`config.mk`:
```
export PLATFORM = sky130hd
export DESIGN_NAME = disp_scan_mux
export DESIGN_NICKNAME = d
export VERILOG_FILES = /design/src/rtl/disp_pkg.sv /design/src/rtl/disp_scan_timer.sv /design/src/rtl/disp_scan_mux.sv
export SDC_FILE = /design/constraint.sdc
export NUM_CORES = 1
export LEC_CHECK = 0
export CORE_ASPECT_RATIO = 0.5
export CORE_UTILIZATION = 50
export DETAILED_ROUTE_END_ITERATION = 12
export PLACE_DENSITY = 0.82
export RECOVER_POWER = 25
export REMOVE_ABC_BUFFERS = 1
export SLEW_MARGIN = 20
export SYNTH_ARGS = -nofsm -noshare
export SYNTH_HDL_FRONTEND = slang
export SYNTH_SLANG_ARGS = --single-unit
```
`constraint.sdc`:
```
create_clock -name clk -period 2.1 [get_ports clk]
set_clock_uncertainty 0.15 [all_clocks]
set_input_delay 0.315 -clock clk [delete_from_list [all_inputs] [get_ports clk]]
set_output_delay 0.315 -clock clk [all_outputs]
set_load 0.05 [all_outputs]
```
`src/rtl/disp_pkg.sv`:
```
`default_nettype none
// ============================================================================
// Module      : disp_pkg
// Description : Shared types and constants for the multiplexed 7-segment
//               display driver: scan state enum, segment bit positions and
//               the hex-to-segment table (active-high, seg a = bit 0).
// Revision    : 1.0 - initial release
// ============================================================================
package disp_pkg;

    typedef enum logic {
        ST_BLANK = 1'b0,
        ST_SHOW  = 1'b1
    } disp_state_e;

    localparam int c_SEG_A = 0;
    localparam int c_SEG_B = 1;
    localparam int c_SEG_C = 2;
    localparam int c_SEG_D = 3;
    localparam int c_SEG_E = 4;
    localparam int c_SEG_F = 5;
    localparam int c_SEG_G = 6;
    localparam int c_SEG_W = c_SEG_G + 1;

    // Glyphs 0-9, A, b, C, d, E, F
    localparam logic [c_SEG_W-1:0] c_HEX_SEG [0:15] = '{
        7'h3F, 7'h06, 7'h5B, 7'h4F, 7'h66, 7'h6D, 7'h7D, 7'h07,
        7'h7F, 7'h6F, 7'h77, 7'h7C, 7'h39, 7'h5E, 7'h79, 7'h71
    };

    function automatic logic [c_SEG_W-1:0] hex_to_seg(input logic [3:0] nib);
        return c_HEX_SEG[nib];
    endfunction

endpackage
`default_nettype wire

```
`src/rtl/disp_scan_timer.sv`:
```
`default_nettype none
// ============================================================================
// Module      : disp_scan_timer
// Description : Scan sequencer. Alternates BLANK (BLANK_CYCLES) and SHOW
//               (DWELL_CYCLES) per digit, advancing the digit index after
//               each SHOW and wrapping at NUM_DIGITS-1.
// Ports       : clk, rst_n      - clock, async active-low reset
//               state          - current scan state (BLANK/SHOW)
//               index          - digit currently being scanned
//               boundary       - high in the last SHOW cycle of the last
//                                digit; the following edge starts a frame
// Revision    : 1.0 - initial release
// ============================================================================
module disp_scan_timer
    import disp_pkg::*;
#(
    parameter int NUM_DIGITS   = 4,
    parameter int DWELL_CYCLES = 10000,
    parameter int BLANK_CYCLES = 100,
    parameter int CNT_W        = 14,
    parameter int IDX_W        = 2
) (
    input  logic              clk,
    input  logic              rst_n,
    output disp_state_e       state,
    output logic [IDX_W-1:0]  index,
    output logic              boundary
);

    localparam logic [CNT_W-1:0] c_BLANK_LAST = CNT_W'(BLANK_CYCLES - 1);
    localparam logic [CNT_W-1:0] c_DWELL_LAST = CNT_W'(DWELL_CYCLES - 1);
    localparam logic [IDX_W-1:0] c_IDX_LAST   = IDX_W'(NUM_DIGITS - 1);

    disp_state_e        r_state;
    logic [CNT_W-1:0]   r_cnt;
    logic [IDX_W-1:0]   r_idx;

    always_ff @(posedge clk or negedge rst_n) begin
        if (!rst_n) begin
            r_state <= ST_BLANK;
            r_cnt   <= '0;
            r_idx   <= '0;
        end else begin
            case (r_state)
                ST_BLANK: begin
                    if (r_cnt == c_BLANK_LAST) begin
                        r_cnt   <= '0;
                        r_state <= ST_SHOW;
                    end else begin
                        r_cnt <= r_cnt + 1'b1;
                    end
                end
                ST_SHOW: begin
                    if (r_cnt == c_DWELL_LAST) begin
                        r_cnt   <= '0;
                        r_state <= ST_BLANK;
                        r_idx   <= (r_idx == c_IDX_LAST) ? '0 : r_idx + 1'b1;
                    end else begin
                        r_cnt <= r_cnt + 1'b1;
                    end
                end
                default: begin
                    r_state <= ST_BLANK;
                    r_cnt   <= '0;
                end
            endcase
        end
    end

    assign state    = r_state;
    assign index    = r_idx;
    assign boundary = (r_state == ST_SHOW) && (r_cnt == c_DWELL_LAST) &&
                      (r_idx == c_IDX_LAST);

endmodule
`default_nettype wire

```
`src/rtl/disp_scan_mux.sv`:
```
`default_nettype none
// ============================================================================
// Module      : disp_scan_mux
// Description : Time-multiplexed multi-digit 7-segment driver. New values
//               are captured into staging on load and copied into the
//               displayed (shadow) set only at frame boundaries, so a frame
//               never mixes old and new digits.
// Ports       : clk, rst_n  - clock, async active-low reset
//               load        - capture digits_in/dp_in/mask_in into staging
//               digits_in   - nibble i at [4i+3:4i], digit 0 scanned first
//               dp_in       - decimal point per digit
//               mask_in     - 1 = digit enabled, 0 = kept dark
//               seg_out     - segments a..g (bit 0 = a)
//               dp_out      - decimal point of the lit digit
//               dig_sel     - one-hot digit select, none during blank
//               frame_done  - one-cycle pulse at the start of each frame
//               All display outputs are inverted when ACTIVE_LOW != 0.
// Revision    : 1.0 - initial release
// ============================================================================
module disp_scan_mux
    import disp_pkg::*;
#(
    parameter int NUM_DIGITS   = 4,
    parameter int DWELL_CYCLES = 10000,
    parameter int BLANK_CYCLES = 100,
    parameter int ACTIVE_LOW   = 0
) (
    input  logic                    clk,
    input  logic                    rst_n,
    input  logic                    load,
    input  logic [4*NUM_DIGITS-1:0] digits_in,
    input  logic [NUM_DIGITS-1:0]   dp_in,
    input  logic [NUM_DIGITS-1:0]   mask_in,
    output logic [c_SEG_W-1:0]      seg_out,
    output logic                    dp_out,
    output logic [NUM_DIGITS-1:0]   dig_sel,
    output logic                    frame_done
);

    localparam int   c_CNT_MAX = (BLANK_CYCLES > DWELL_CYCLES) ? BLANK_CYCLES : DWELL_CYCLES;
    localparam int   c_CNT_W   = (c_CNT_MAX > 1) ? $clog2(c_CNT_MAX) : 1;
    localparam int   c_IDX_W   = (NUM_DIGITS > 1) ? $clog2(NUM_DIGITS) : 1;
    localparam logic c_INV     = (ACTIVE_LOW != 0);

    disp_state_e           w_state;
    logic [c_IDX_W-1:0]    w_idx;
    logic                  w_boundary;

    disp_scan_timer #(
        .NUM_DIGITS   (NUM_DIGITS),
        .DWELL_CYCLES (DWELL_CYCLES),
        .BLANK_CYCLES (BLANK_CYCLES),
        .CNT_W        (c_CNT_W),
        .IDX_W        (c_IDX_W)
    ) u_timer (
        .clk      (clk),
        .rst_n    (rst_n),
        .state    (w_state),
        .index    (w_idx),
        .boundary (w_boundary)
    );

    // ---------------- staging / shadow ----------------
    logic [4*NUM_DIGITS-1:0] r_stg_digits, r_sh_digits;
    logic [NUM_DIGITS-1:0]   r_stg_dp,     r_sh_dp;
    logic [NUM_DIGITS-1:0]   r_stg_mask,   r_sh_mask;
    logic                    r_pending;

    always_ff @(posedge clk or negedge rst_n) begin
        if (!rst_n) begin
            r_stg_digits <= '0;
            r_stg_dp     <= '0;
            r_stg_mask   <= '0;
            r_sh_digits  <= '0;
            r_sh_dp      <= '0;
            r_sh_mask    <= '0;
            r_pending    <= 1'b0;
        end else begin
            // Shadow takes the pre-edge staging; a load on the boundary edge
            // therefore stays pending for the following frame.
            if (w_boundary && r_pending) begin
                r_sh_digits <= r_stg_digits;
                r_sh_dp     <= r_stg_dp;
                r_sh_mask   <= r_stg_mask;
            end
            if (load) begin
                r_stg_digits <= digits_in;
                r_stg_dp     <= dp_in;
                r_stg_mask   <= mask_in;
                r_pending    <= 1'b1;
            end else if (w_boundary) begin
                r_pending    <= 1'b0;
            end
        end
    end

    // ---------------- decode and masking ----------------
    logic                    w_lit;
    logic [3:0]              w_nib;
    logic [c_SEG_W-1:0]      w_seg;
    logic                    w_dp;
    logic [NUM_DIGITS-1:0]   w_sel;

    always_comb begin
        w_nib = r_sh_digits[{w_idx, 2'b00} +: 4];
        w_lit = (w_state == ST_SHOW) && r_sh_mask[w_idx];
        w_seg = '0;
        w_dp  = 1'b0;
        w_sel = '0;
        if (w_lit) begin
            w_seg        = hex_to_seg(w_nib);
            w_dp         = r_sh_dp[w_idx];
            w_sel[w_idx] = 1'b1;
        end
    end

    // ---------------- registered outputs ----------------
    // Outputs lag the scan state by one cycle; frame_done is delayed the same
    // way so it lines up with the first blank cycle seen on the pins.
    logic [c_SEG_W-1:0]      r_seg;
    logic                    r_dp;
    logic [NUM_DIGITS-1:0]   r_sel;
    logic                    r_bnd_q;
    logic                    r_frame_done;

    always_ff @(posedge clk or negedge rst_n) begin
        if (!rst_n) begin
            r_seg        <= {c_SEG_W{c_INV}};
            r_dp         <= c_INV;
            r_sel        <= {NUM_DIGITS{c_INV}};
            r_bnd_q      <= 1'b0;
            r_frame_done <= 1'b0;
        end else begin
            r_seg        <= w_seg ^ {c_SEG_W{c_INV}};
            r_dp         <= w_dp ^ c_INV;
            r_sel        <= w_sel ^ {NUM_DIGITS{c_INV}};
            r_bnd_q      <= w_boundary;
            r_frame_done <= r_bnd_q;
        end
    end

    assign seg_out    = r_seg;
    assign dp_out     = r_dp;
    assign dig_sel    = r_sel;
    assign frame_done = r_frame_done;

endmodule
`default_nettype wire
```
==> After elaboration in Yosys (flattened, before gate mapping) <==
Memories as Yosys holds them, arrays and structs flattened.
Cells that the tools add are included.
{ "op_classes": {"add_sub_neg": 2, "order_cmp": 3, "eq_ne": 3, "shifts": 1, "muxes": 20, "bitwise_logic": 2, "n_reduce_logical": 7} }
{ "ops": {"columns": ["cell", "n"], "rows": [
  ["$mux 14", 2],
  ["$pmux 14 s2", 1],
  ["$mux 7", 3],
  ["$shiftx 16x5->4", 1],
  ["$add 14x1->14 const B", 1],
  ["$eq 14x14->1 const B", 1],
  ["$eq 14x7->1 const B", 1],
  ["$mux 1", 8],
  ["$ge 5x5->1 const B", 1],
  ["$logic_and 1x1->1", 5],
  ["$not 4->5", 1],
  ["$bmux 1 s2", 2],
  ["$mux 4", 1],
  ["$lt 2x3->1 const B", 1],
  ["$add 2x1->2 const B", 1],
  ["$demux 1 s2", 1],
  ["$eq 2x2->1 const B", 1],
  ["$ge 2x1->1 const B", 1],
  ["$mux 2", 1],
  ["$pmux 1 s2", 1],
  ["$reduce_and 2->1", 1],
  ["$reduce_bool 2->1", 1],
  ["$not 1->1", 1]
]} }
{ "totals": {"regBits": 80, "rom_bits": 112, "in_bits": 27, "out_inout_bits": 13, "word_cells": 54, "mem_count": 1} }
{ "memory_table": {"columns": ["name", "depth", "width", "read_ports", "rd_ports_with_merged_regs", "wr", "line_no", "rtl"], "rows": [
  ["(name not given)", 16, 7, 1, 0, 0, "disp_pkg.sv:32", "return c_HEX_SEG[nib];"]
]} }

==> Logic depth before layout (Yosys ltp) <==
{ "logic_depth": {"ltp_word": 6, "mapped_depth": 7, "mapped_depth_nobuf": 6} }

==> Hierarchy <==
From an unflattened synthesis, not the netlist that was laid out.
{ "hier_totals": {"cells_unflattened": 261, "area_unflattened_um2": 3519.6} }
{ "modules_own_cells": {"columns": ["mod", "instances", "cells_per_inst", "area_per_inst_um2", "seq_area_each_um2"], "rows": [
  ["disp_scan_mux", 1, 179, 2660.1, 1576.5],
  ["disp_scan_timer", 1, 82, 859.6, 425.4]
]} }

==> Worst setup path after synthesis <==
No wires, ideal clock.
{ "synth_timing": {"path_type": "reg2reg", "from": "register u_timer.r_idx[0], in the netlist u_timer.index[0]", "to": "register r_seg[0], in the netlist seg_out[0]", "setup_time_ns": 0.074, "arrival_ns": 2.036, "required_ns": 1.876, "slack_ns": -0.160, "path_stages_with_launch": 7, "path_buffers": 1, "period_less_slack_ns": 2.260, "cell_sequence": "dfrtp_1 -> buf_2 -> mux4_2 -> ha_1 -> or3b_2 -> o221a_2 -> nor2_1"} }
{ "synth_between": {"elab_chain_len": 6, "elab_cells_between_ends": 9, "classes_between": "shift: 1; mux: 5; bitwise: 1; reduce/logical: 1; memory: 1"} }
{ "synth_lines": {"columns": ["item", "line_no", "rtl"], "rows": [
  ["from (decl)", "disp_scan_timer.sv:36", "logic [IDX_W-1:0] r_idx;"],
  ["from (signal assigned)", "disp_scan_timer.sv:57", "r_idx <= (r_idx == c_IDX_LAST) ? '0 : r_idx + 1'b1;"],
  ["$shiftx 16x5->4", "disp_scan_mux.sv:105", "w_nib = r_sh_digits[{w_idx, 2'b00} +: 4];"],
  ["$not 4->5 (implied by the code)", "disp_pkg.sv:32", null],
  ["$mem_v2 16x7", null, null],
  ["$mux 7 (implied by the code) (2 in series)", "disp_pkg.sv:32", null],
  ["$mux 7 *", "disp_scan_mux.sv:110", "if (w_lit) begin"],
  ["net w_seg[0]", "disp_scan_mux.sv:100", "logic [c_SEG_W-1:0] w_seg;"],
  ["to (signal assigned)", "disp_scan_mux.sv:128", "r_seg <= {c_SEG_W{c_INV}};"],
  ["to (signal assigned)", "disp_scan_mux.sv:134", "r_seg <= w_seg ^ {c_SEG_W{c_INV}};"],
  ["to (decl)", "disp_scan_mux.sv:120", "logic [c_SEG_W-1:0] r_seg;"]
]} }
The timed path passes the listed nets; every way through them passes the cells marked *. The select of a mux whose other input is x is not followed.
A chain may end at the register's enable or synchronous reset.

==> Final worst setup path <==
{ "layout_timing": {"from": "register u_timer.r_cnt[11]", "to": "register r_sh_digits[3]"} }
{ "layout_between": {"elab_chain_len": 4} }
{ "layout_lines": {"columns": ["item", "line_no", "rtl"], "rows": [
  ["from (decl)", "disp_scan_timer.sv:35", "logic [CNT_W-1:0] r_cnt;"],
  ["from (signal assigned)", "disp_scan_timer.sv:50", "r_cnt <= r_cnt + 1'b1;"],
  ["from (signal assigned)", "disp_scan_timer.sv:59", "r_cnt <= r_cnt + 1'b1;"],
  ["$eq 14x14->1", "disp_scan_timer.sv:72", "assign boundary = (r_state == ST_SHOW) && (r_cnt == c_DWELL_LAST) &&"],
  ["$logic_and 1x1->1 (2 in series)", "disp_scan_timer.sv:72", null],
  ["$logic_and 1x1->1", "disp_scan_mux.sv:81", "if (w_boundary && r_pending) begin"],
  ["to (signal assigned)", "disp_scan_mux.sv:82", "r_sh_digits <= r_stg_digits;"],
  ["to (decl)", "disp_scan_mux.sv:64", "logic [4*NUM_DIGITS-1:0] r_stg_digits, r_sh_digits;"]
]} }
No other way between the ends.

==> results.tsv <==
metric	value	unit
status	finished with violations	
failing checks	negative setup slack	
Initial Utilization	53.1	%
placed cells	408	
share of layout cells above drive strength 1	34.4	%
WL per Instance	18.0	µm
area fraction of the dominant cell type after synthesis	55.2	%
Setup TNS	-0.824	ps
global-route wire length before repair	12700	µm
Max IR drop VDD	450	µV
CTS buffer count	9	
non-filler cells, final	429	
area delta synth->final	29.5	%
worst skew pair latency	340	ps
period utilization	100	%
CTS Root Cell	clkbuf_16	
H-tree depth	3	
Final GP Congestion	0.841	
die area	7610	µm²
Synth Warn #	0	
Final Instance Area	4700	µm²
Max clock buf depth	2	
fraction of registers with async set/reset	100	%
Post-Syn Area	3620	µm²
Post-Route WL	7740	µm
Iter 0 DRT Violations	126	
critical path type	reg2reg	
CP Capture Type	register	
worst r2r dst	r_sh_digits[3]$_DFFE_PN0P_	
HP Start	r_bnd_q$_DFF_PN0_	
grt ovf	0	
P_int	2750	µW
Pleak	0.00219	µW
Critical Path Source	u_timer.r_cnt[11]$_DFF_PN0_	
Synth Flop Type	dfrtp_1	
cell taking the most area after synthesis	dfrtp_1	
Crit path max-delay family	simple AND/OR/NAND/NOR gates	
Vias	2346	
CP Launch Type	register	
CTS sink cnt	80	
r2r worst-path depth	5	
Slew headroom	41.5	%
Final Power	3480	µW
chip height	62.2	µm
Max FO, Critical Path	24	
vias in the first global route	2428	
GRT Total Usage	22.8	%
# fillers	452	
detailed placement HPWL	4650	µm
Buf+Inv Stages, Crit Path	1	
Final Util	68.7	%
drt first pass iters	4	
Fin. Hold Viols	0	
top post-synthesis cells by count	80 x dfrtp_1, 29 x mux2_2, 20 x mux2_4, 17 x nor2_1, 12 x ha_1	
Tightest Hold Check Type	reg2reg	
crit-path max cell delay	540	ps
fin nets	371	
Slowest cell on crit path	or4_4	
DP Area	4290	µm²
clk slew on worst S/H paths	60	ps
synth top area cells	dfrtp_1 55%, mux2_2 9.0%, mux2_4 8.3%	
largest net degree at the start of global routing	49	
Worst EP arrival	2180	ps
vias per inst	5.47	
diode count	0	
Worst Max-Slew Pin Slew	878	ps
Die W	122	µm
WHS Path Cells	0	
number of synthesized flops with an enable pin	0	
antenna violations before repair	0	
setup slack, reg-to-reg	-0.8	ps
Core Area	6830	µm²
Max Cap Viol	0	
Comb pwr share	4.4	%
Yosys reg bits	80	
I/O Pins	40	
Rows	21	
fin crit period	2100	ps
Power per Cell Area	740	nW/µm²
Switching Power	723	µW
RSZ-0062 raised after global routing	yes	
CTS tree	yes	
WP data required	2180	ps
Sw Ratio	20.8	%
PortBufs	39	
Slew Limit Fails	0	
Final Setup Violations	1	
fmax	476	MHz
CP Cell Sequence	or4_4, and4b_2, nand3_4, buf_12, mux2_4	
sequential share of the synthesized area	55.2	%
clock share of power	49.2	%
Seq pwr share	46.5	%
Hold Crit Endpoint	frame_done$_DFF_PN0_	
Setup WS post-layout	-0.824	ps
Antenna Nets Post-Route	0	
Netlist cell types	40	
Mapped Cells	264	
most common cell in the netlist	dfrtp_1	
FF-to-FF Start	u_timer.r_cnt[11]$_DFF_PN0_	
# DRC	0	
Mean Syn Cell Area	13.7	µm²
[worst reg2reg max path: stages (launching register included)]
cell and delay, ps:
dfrtp_1 370, or4_4 540, and4b_2 340, nand3_4 80
buf_12 180, mux2_4 330
[power by group through the flow]
| stage | Sequential (µW) | Combinational (µW) | Clock (µW) |
|---|---|---|---|
| after floorplan | 1630 | 50.4 | 0 |
| after global routing | 1620 | 166 | 1800 |
| after CTS | 1620 | 160 | 1740 |
| after global placement | 1640 | 146 | 0 |
| final | 1620 | 151 | 1710 |
| after detailed placement | 1640 | 152 | 0 |
[stage by stage]
stage / worst slack, ps / hold WS (ps)
2_1_floorplan: -184 / -131
3_3_place_gp: 20.6 / 131
3_5_place_dp: -70.7 / 142
4_1_cts: 0.504 / 200
5_1_grt: -41.4 / 202
6_report: -0.824 / 199
[metal layers]
metal	vias to the layer above	share of wire (%)	track usage (%)
li1	1073	-	-
met1	1209	42	26.7
met2	50	54	39.2
met3	14	3.5	8.46
met4	0	1.3	6.55
met5	-	0	0
[cells in the final DEF (no fill, tap or decap), types with 3 or more instances in the layout]
master / count
buf_4: 23
inv_2: 3
clkinvlp_4: 3
nand2_1: 6
nand3_1: 6
nor2_1: 17
clkbuf_16: 9
o21ai_0: 7
mux2_4: 20
clkdlybuf4s50_1: 37
xnor2_1: 3
buf_6: 3
a21oi_1: 3
inv_1: 5
mux2_2: 29
nor2b_1: 3
and2_1: 8
a221oi_2: 3
ha_1: 10
xor2_1: 9
nand4_1: 7
dfrtp_1: 79
mux4_2: 5
mux2i_1: 4
and3_1: 4
[cell families after synthesis]
logic type	after synthesis	synth area share (%)
AND/OR/NAND/NOR	62	9.80
adder cells (fa/ha/maj)	12	4.14
AO/OA/AOI/OAI	20	3.87
multiplexers	58	21.5
XOR/XNOR	12	2.90
flip-flops	80	55.2
buffers and inverters	20	2.55
[registers in the layout, indices dropped and copies added (netlist names), 4 cells and up]
register / flops
dig_sel: 4
seg_out: 7
r_stg_mask: 4
r_stg_dp: 4
u_timer.r_cnt: 14
r_sh_dp: 4
r_stg_digits: 16
r_sh_digits: 16
r_sh_mask: 4
[what timing repair did]
action,4_1_cts,5_1_grt
pin swaps,1,3
hold buffers,1,0
setup buffers,2,2
endpoints found under the setup margin,24,29
hold endpoints to repair,32,0
resized for setup,4,10
[worst max-delay path by stage]
stage	endpoint	cells past startpoint
after global placement	seg_out[4]$_DFF_PN0_	6
after detailed placement	seg_out[4]$_DFF_PN0_	6
after CTS	r_sh_mask[3]$_DFFE_PN0P_	5
after floorplan	seg_out[0]$_DFF_PN0_	5
final	r_sh_digits[3]$_DFFE_PN0P_	5
after global routing	r_sh_mask[3]$_DFFE_PN0P_	5
[cell type report]
class / instances / area [µm²] / share of cell area (%)
Clock buffer: 10 / 239 / 5.09
Clock inverter: 6 / 91.3 / 1.95
Inverter: 8 / 30.0 / 0.639
Multi-Input combinational cell: 164 / 1570 / 33.4
Sequential cell: 80 / 2000 / 42.7
Tap cell: 92 / 115 / 2.45
Timing Repair Buffer: 69 / 647 / 13.8
Power figures use the tool's default switching activity.
